--- src/rtl/cod_mem_pkg.sv ---
// Shared definitions for the compute-result RAM and its stream reader:
// default geometry and the reader FSM state encoding.
package cod_mem_pkg;

    localparam int CM_ADDR_W = 6;
    localparam int CM_DATA_W = 32;

    typedef enum logic [1:0] {
        RSR_IDLE  = 2'd0,
        RSR_READ  = 2'd1,
        RSR_DRAIN = 2'd2,
        RSR_DONE  = 2'd3
    } rsr_state_e;

endpackage

--- src/rtl/rsr_fifo2.sv ---
// Two-entry FIFO holding {last, data} words returned by RAM port B.
// The head entry is presented combinationally so the stream output stays stable under stall.
module rsr_fifo2 #(
    parameter int W = 33
) (
    input  logic         clk,
    input  logic         rst_n,
    input  logic         push,
    input  logic [W-1:0] din,
    input  logic         pop,
    output logic [W-1:0] dout,
    output logic [1:0]   cnt
);

    logic [W-1:0] mem [2];
    logic         wr_ptr;
    logic         rd_ptr;
    logic         push_ok;
    logic         pop_ok;

    assign pop_ok  = pop && (cnt != 2'd0);
    assign push_ok = push && ((cnt != 2'd2) || pop_ok);
    assign dout    = mem[rd_ptr];

    // NOTE: non-blocking (<=) for every register so all state updates see pre-edge values.
    // NOTE: storage is only two entries, so it is reset to give m_data a defined 0 out of reset.
    always_ff @(posedge clk or negedge rst_n) begin
        if (!rst_n) begin
            for (int i = 0; i < 2; i++) mem[i] <= '0;
            wr_ptr <= 1'b0;
            rd_ptr <= 1'b0;
            cnt    <= 2'd0;
        end else begin
            if (push_ok) begin
                mem[wr_ptr] <= din;
                wr_ptr      <= ~wr_ptr;
            end
            if (pop_ok) rd_ptr <= ~rd_ptr;
            cnt <= cnt + {1'b0, push_ok} - {1'b0, pop_ok};
        end
    end

endmodule

--- src/rtl/ram_stream_reader.sv ---
// Walks RAM port B from base_addr for len words and streams them on a valid/ready port.
// Optional running checksum of popped words is built when RSR_CHECKSUM_EN is defined.
module ram_stream_reader
    import cod_mem_pkg::*;
#(
    parameter int ADDR_W = CM_ADDR_W,
    parameter int DATA_W = CM_DATA_W
) (
    input  logic              clk,
    input  logic              rst_n,
    input  logic              start,
    input  logic [ADDR_W-1:0] base_addr,
    input  logic [ADDR_W:0]   len,
    output logic              busy,
    output logic              done,
    output logic [ADDR_W-1:0] addrb,
    input  logic [DATA_W-1:0] doutb,
    output logic              m_valid,
    input  logic              m_ready,
    output logic [DATA_W-1:0] m_data,
    output logic              m_last
`ifdef RSR_CHECKSUM_EN
    ,
    output logic [DATA_W-1:0] checksum
`endif
);

    localparam logic [ADDR_W:0] REM_ONE = (ADDR_W+1)'(1);

    rsr_state_e        state_q, state_d;
    logic [ADDR_W:0]   rem_q;
    logic              inflight_q;
    logic              inflight_last_q;
    logic [1:0]        fifo_cnt;
    logic [DATA_W:0]   fifo_dout;
    logic [2:0]        occ;
    logic              pop;
    logic              issue;
    logic              accept;

    assign pop     = m_valid & m_ready;
    assign accept  = (state_q == RSR_IDLE) && start;
    // Occupancy the FIFO will have once the current in-flight word lands and any pop completes.
    assign occ     = {1'b0, fifo_cnt} + {2'b0, inflight_q} - {2'b0, pop};
    assign issue   = (state_q == RSR_READ) && (rem_q != '0) && (occ < 3'd2);

    assign busy    = (state_q == RSR_READ) || (state_q == RSR_DRAIN);
    assign done    = (state_q == RSR_DONE);
    assign m_valid = (fifo_cnt != 2'd0);
    assign m_data  = fifo_dout[DATA_W-1:0];
    assign m_last  = fifo_dout[DATA_W] & m_valid;

    always_ff @(posedge clk or negedge rst_n) begin
        if (!rst_n) state_q <= RSR_IDLE;
        else        state_q <= state_d;
    end

    // NOTE: state_d gets a default before the case so no path leaves it unassigned (no latch).
    always_comb begin
        state_d = state_q;
        case (state_q)
            RSR_IDLE: begin
                if (start) state_d = (len == '0) ? RSR_DONE : RSR_READ;
            end
            RSR_READ: begin
                if (issue && (rem_q == REM_ONE)) state_d = RSR_DRAIN;
            end
            RSR_DRAIN: begin
                // Leave as the final word handshakes so done follows it by one cycle.
                if (!inflight_q && ((fifo_cnt == 2'd0) || ((fifo_cnt == 2'd1) && pop)))
                    state_d = RSR_DONE;
            end
            RSR_DONE: state_d = RSR_IDLE;
            default:  state_d = RSR_IDLE;
        endcase
    end

    always_ff @(posedge clk or negedge rst_n) begin
        if (!rst_n) begin
            addrb           <= '0;
            rem_q           <= '0;
            inflight_q      <= 1'b0;
            inflight_last_q <= 1'b0;
        end else begin
            inflight_q      <= issue;
            inflight_last_q <= issue && (rem_q == REM_ONE);
            if (accept) begin
                addrb <= base_addr;
                rem_q <= len;
            end else if (issue) begin
                addrb <= addrb + 1'b1;
                rem_q <= rem_q - 1'b1;
            end
        end
    end

    rsr_fifo2 #(
        .W (DATA_W + 1)
    ) u_fifo (
        .clk   (clk),
        .rst_n (rst_n),
        .push  (inflight_q),
        .din   ({inflight_last_q, doutb}),
        .pop   (pop),
        .dout  (fifo_dout),
        .cnt   (fifo_cnt)
    );

`ifdef RSR_CHECKSUM_EN
    always_ff @(posedge clk or negedge rst_n) begin
        if (!rst_n)      checksum <= '0;
        else if (accept) checksum <= '0;
        else if (pop)    checksum <= checksum + m_data;
    end
`endif

endmodule

--- config.mk ---
export PLATFORM = sky130hd
export DESIGN_NAME = ram_stream_reader
export DESIGN_NICKNAME = d
export VERILOG_FILES = /design/src/rtl/cod_mem_pkg.sv /design/src/rtl/rsr_fifo2.sv /design/src/rtl/ram_stream_reader.sv
export SDC_FILE = /design/constraint.sdc
export NUM_CORES = 1
export LEC_CHECK = 0
export CAP_MARGIN = 20
export CELL_PAD_IN_SITES_DETAIL_PLACEMENT = 1
export CELL_PAD_IN_SITES_GLOBAL_PLACEMENT = 1
export CORE_UTILIZATION = 33
export CTS_CLUSTER_DIAMETER = 60
export DETAILED_ROUTE_END_ITERATION = 10
export PLACE_DENSITY_LB_ADDON = 0.1
export SYNTH_ARGS = -nofsm -noshare
export SYNTH_HDL_FRONTEND = slang
export SYNTH_SLANG_ARGS = --single-unit
--- constraint.sdc ---
create_clock -name clk -period 5.28 [get_ports clk]
set_input_delay 0.528 -clock clk [delete_from_list [all_inputs] [get_ports clk]]
set_output_delay 0.528 -clock clk [all_outputs]
set_load 0.01 [all_outputs]
### After elaboration in Yosys (flattened, before gate mapping)

Index checks and enable logic that the tools add are counted.

| storage, ports and cells | value |
|---|---|
| register bits after elaboration | 87 |
| input bits | 49 |
| output and inout port bits | 42 |
| word-level logic and storage cells | 70 |

| operators by class | value |
|---|---|
| add/subtract/negate cells | 6 |
| $lt $le $gt $ge | 4 |
| equality and inequality tests | 9 |
| muxes and demuxes | 15 |
| bitwise logic cells | 6 |
| reduce and logical (&&, ||, !) cells | 20 |

Operators by type and width:

| operator | number |
|---|---|
| 33-bit 2-to-1 mux | 4 |
| 66-bit bitwise mux | 1 |
| 33-bit demux with 1-bit select | 1 |
| 7-bit 2-to-1 mux | 2 |
| 6-bit 2-to-1 mux | 2 |
| 1-bit logical AND | 9 |
| 2-bit 2-to-1 mux | 4 |
| 2-bit one-hot mux with 4 select lines | 1 |
| 7-bit by 1-bit == test with 1-bit output (second input constant) | 1 |
| 7-bit zero test | 1 |
| 7-bit nonzero test | 1 |
| 7-bit by 1-bit subtractor with 7-bit output (second input constant) | 1 |
| 6-bit by 1-bit adder with 6-bit output (second input constant) | 1 |
| 2-bit by 1-bit == test with 1-bit output (second input constant) | 2 |
| 2-bit == test (second input constant) | 2 |
| 2-bit >= comparator (second input constant) | 2 |
| 2-bit zero test | 2 |
| 2-bit by 1-bit inequality test with 1-bit output (second input constant) | 2 |
| 2-bit inequality test (second input constant) | 2 |
| 1-bit inverter with 2-bit output | 2 |
| 2-bit nonzero test | 2 |
| 2-bit by 1-bit adder with 3-bit output | 1 |
| 1-bit logical OR | 3 |
| 3-bit by 2-bit < comparator with 1-bit output (second input constant) | 1 |
| other kinds (8) | 10 |

### Depth between registers and ports, before layout

| depth | value |
|---|---|
| word-level depth | 8 |
| depth in mapped cells | 13 |
| depth with buffers taken out | 12 |

### By module

From an unflattened synthesis, not the netlist that was laid out.

| second synthesis, totals | value |
|---|---|
| cells, all modules | 316 |
| area total of the unflattened synthesis | 4221.5 sq um |

By module, submodules not included:

| module | times used | cells an instance | area an instance (sq um) | seq. area each (sq um) |
|---|---|---|---|---|
| rsr_fifo2 | 1 | 192 | 3078.0 | 1751.7 |
| ram_stream_reader | 1 | 124 | 1143.6 | 425.4 |

### Worst setup path before layout

Ideal clock, no wire load.

| timing | value |
|---|---|
| path kind | register -> register |
| start point | register u_fifo.cnt[1] |
| end point | register addrb[4] |
| library setup time | 82 ps |
| data arrival time | 2704 ps |
| data required time | 5198 ps |
| path slack | 2494 ps |
| stages on the path, launching flop included | 13 |
| buffers on the path | 1 |
| period minus slack after synthesis | 2786 ps |
| path through | dfrtp_1 inv_2 nand2_1 and2_1 ha_1 inv_1 nand2_1 fa_1 xnor2_1 o311ai_2 buf_6 or4_1 a31oi_1 |

| on the way | value |
|---|---|
| cells in the longest elaborated chain, start to end | 6 |
| elaborated cells between the ends (all ways) | 7 |
| classes of those cells | 2 x add/sub; 1 x order compare; 1 x bitwise; 3 x reduce/logical |

Ends and longest elaborated chain:

| item | line | RTL |
|---|---|---|
| start, declared | rsr_fifo2.sv:12 | `output logic [1:0] cnt` |
| start signal, assigned | rsr_fifo2.sv:39 | `cnt <= cnt + {1'b0, push_ok} - {1'b0, pop_ok};` |
| 2-bit nonzero test | ram_stream_reader.sv:49 | `assign m_valid = (fifo_cnt != 2'd0);` |
| via m_valid | ram_stream_reader.sv:18 | `output logic m_valid,` |
| 1-bit bitwise AND | ram_stream_reader.sv:41 | `assign pop = m_valid & m_ready;` |
| 3-bit by 1-bit subtractor with 3-bit output | ram_stream_reader.sv:44 | `assign occ = {1'b0, fifo_cnt} + {2'b0, inflight_q} - {2'b0, pop};` |
| 3-bit by 2-bit < comparator with 1-bit output | ram_stream_reader.sv:45 | `assign issue = (state_q == RSR_READ) && (rem_q != '0) && (occ < 3'd2);` |
| 1-bit logical AND | ram_stream_reader.sv:45 |  |
| 2-bit nonzero test (no source line) | - |  |
| end signal, assigned | ram_stream_reader.sv:88 | `addrb <= base_addr;` |
| end signal, assigned | ram_stream_reader.sv:91 | `addrb <= addrb + 1'b1;` |
| end, declared | ram_stream_reader.sv:16 | `output logic [ADDR_W-1:0] addrb,` |

The timed path passes the listed nets, and every way through them passes these cells.
A chain may end at the register's enable or synchronous reset.

### Final worst setup path

| timing | value |
|---|---|
| start point | input m_ready |
| end point | register rem_q[5] |

| on the way | value |
|---|---|
| cells in the longest elaborated chain, start to end | 5 |

Ends and longest elaborated chain:

| item | line | RTL |
|---|---|---|
| start, declared | ram_stream_reader.sv:19 | `input logic m_ready,` |
| 1-bit bitwise AND | ram_stream_reader.sv:41 |  |
| 3-bit by 1-bit subtractor with 3-bit output | ram_stream_reader.sv:44 |  |
| 3-bit by 2-bit < comparator with 1-bit output | ram_stream_reader.sv:45 |  |
| 1-bit logical AND | ram_stream_reader.sv:45 |  |
| 2-bit nonzero test (no source line) | - |  |
| end signal, assigned | ram_stream_reader.sv:89 | `rem_q <= len;` |
| end signal, assigned | ram_stream_reader.sv:92 | `rem_q <= rem_q - 1'b1;` |
| end, declared | ram_stream_reader.sv:31 | `logic [ADDR_W:0] rem_q;` |

Every way passes these cells.

==> results.md <==
- Worst-Skew Late Latency: 330 ps
- Most frequent cells in the layout: 92 x mux2_2, 89 x clkdlybuf4s50_1, 86 x dfrtp_1, 13 x nor2_1, 12 x ha_1
- CP Capture Type: flip-flop
- Cell area after placement: 5190 um^2
- Post-synthesis adder-cell area fraction: 0.0411
- Synth Area in Simple Gates: 0.0643
- Final #Nets: 466
- Share of synthesized registers carrying an async set or reset: 1.00
- Worst R2R Path Depth: 12
- Worst endpoint required time: 5530 ps
- Final setup TNS: 0 ps
- Gr ovfl total: 0
- Initial antenna violation count: 0
- Number of buffers created by CTS: 9
- Vias post-DR: 2,783
- Status: finished clean
- Setup CP Type: primary input to flip-flop
- Crit Path Max Fanout: 20
- Post-DP HPWL: 6.02 mm
- Cell Area, Synth: 4150 um^2
- Dominant synthesized flop cell: dfrtp_1
- Antenna diodes: 0
- Crit path launch type: primary input
- Placed cells: 560
- Core Region: 12,100 um^2
- Final core area utilization: 0.454
- Die area: 13,000 um^2
- Initial DRT Pass Iterations: 5
- Synthesis Warnings: 0
- H-tree depth: 3
- Slew at the pin with the worst max-slew slack: 887 ps
- Worst R2R Setup Slack: 2300 ps
- First-pass GRT wire length: 15.5 mm
- Final WL: 8.97 mm
- Crit share post-route: 0.571
- CTS Hold Bufs: 0
- Clock slew at reported path FFs: 60 ps
- WP data arrival: 3260 ps
- Remaining antenna violation count: 0
- Main combinational cell family by area after synthesis: multiplexers
- Root Buffer: clkbuf_16
- Max cap viols: 0
- Slew HR: 0.409
- Fillers: 1,304
- Global-route usage over all layers: 0.155
- Most common cell after layout, fill and taps aside: mux2_2
- Worst ir drop on vdd: 0.205 mV
- Die width: 114 um
- Cell count after synthesis: 316
- Largest net degree at the start of global routing: 53
- Leakage power: 2.30 nW
- Finished Layout Cells: 576
- Area growth, synth to finish: 32.5%
- CTS tree: yes
- Max-slew violation count: 0
- Maximum clock frequency: 332 MHz
- HP Class: primary input to async pin
- DR iter-0 viols: 102
- Layout cells sized above 1: 0.284
- Syn_area_per_cell: 13.1 um^2
- Ports: 91
- Vias in the first global route: 3,100
- Hold Fails Final Rpt: 0
- Resized Gates After CTS: 0
- Syn Nets: 378
- Post-route cell area: 5490 um^2
- WL/cell: 15.6 um
- Hold Slack: 148 ps
- Vias/cell: 4.83
- RSZ-0062 raised after global routing: no
- Port Buffers: 90
- Clock skew: 8.53 ps
- Clock Tree Buf Depth: 2
- Number of enable flip-flop cells after synthesis: 0
- # setup viols final: 0
- Initial core utilization: 0.342
- Post-synthesis xor/xnor area fraction: 0.0127
- Multiplexer share of the synthesized area: 0.273
- Power density cells: 627 nW/um^2
- Seq/Total Area, Yosys: 0.525
- GPL Wtd Cong: 0.725
- # DRC: 0
- Num Clock Sinks: 87
- Row count: 40
- Yosys reg bits: 87
- Post-CTS Setup Inserts: 0
- Die Y-Extent: 114 um
- Distinct cells, synth: 43
- Tmin final: 3020 ps
- Compound-gate portion of the synthesized area: 0.0495
cells in the mapped netlist (4+ instances only):
cell type	instances	area [um^2]
mux2_2	92	1040
dfrtp_1	87	2180
nor2_1	13	48.8
ha_1	12	150
inv_1	11	41.3
nand2_1	9	33.8
a31oi_1	8	50.1
buf_2	6	30.0
mux2_1	6	67.6
or3_1	6	37.5
clkbuf_1	5	18.8
o21ai_1	5	25.0
a21oi_1	4	20.0
flip-flops by register name (all words and copies together), names as in the netlist:
| name | cells |
|---|---|
| u_fifo.mem | 66 |
| rem_q | 7 |
| addrb | 6 |
| state_q | 2 |
| u_fifo.cnt | 2 |
| inflight_last_q | 1 |
| inflight_q | 1 |
| u_fifo.rd_ptr | 1 |
| u_fifo.wr_ptr | 1 |
per-layer routing:
layer,share of wire,global-route usage
met1,0.46,0.195
met2,0.48,0.255
met3,0.042,0.0397
met4,0.015,0.0597
met5,0,0
critical path, stage by stage:
cell             delay (ps)
clkdlybuf4s50_1         500
and2_1                  170
ha_1                    230
inv_1                    70
nand2_1                  60
fa_1                    380
xnor2_1                 280
o311ai_2                150
buf_4                   220
or4_1                   490
a31oi_1                 180
area by class of cell:
cell class	count	area [um^2]	area share
flip-flops and latches	87	2180	0.397
well taps	168	210	0.0383
inverters	13	48.8	0.00888
multi-input cells	200	1840	0.335
repair buffers	93	933	0.170
clock buffers	14	254	0.0462
clock inverters	1	30.0	0.00547
stage by stage:
step,power [mW],setup slack (ps)
final,3.44,2260
after global routing,3.72,2030
after CTS,3.51,2250
after detailed placement,2.86,1940
after global placement,2.83,2010
after floorplan,2.19,2490
report_power, final:
part | switching, mW | internal [mW]
registers | 0.246 | 0.991
clock network | 0.237 | 0.378
logic | 0.624 | 0.968
final timing paths:
kind / startpoint / to
worst max-delay path: m_ready / rem_q[5]
min in group clk: u_fifo.mem[38] / u_fifo.mem[38]
worst max register to register: u_fifo.cnt[1] / rem_q[5]
worst min register to register: u_fifo.mem[38] / u_fifo.mem[38]
worst min-delay path: rst_n / u_fifo.mem[23]
max in group asynchronous: rst_n / u_fifo.rd_ptr
cell families (layout without fill, tap and decap cells):
| family | count (synthesis) | count (layout) |
|---|---|---|
| AOI/OAI and AO/OA | 30 | 30 |
| xor gates and xnor gates | 6 | 6 |
| adders and majority gates | 13 | 13 |
| buffers and inverters | 29 | 121 |
| DFF | 87 | 87 |
| muxes | 101 | 101 |
| and+or+nand+nor | 50 | 50 |
No activity file was read; power rests on OpenSTA's default activity.
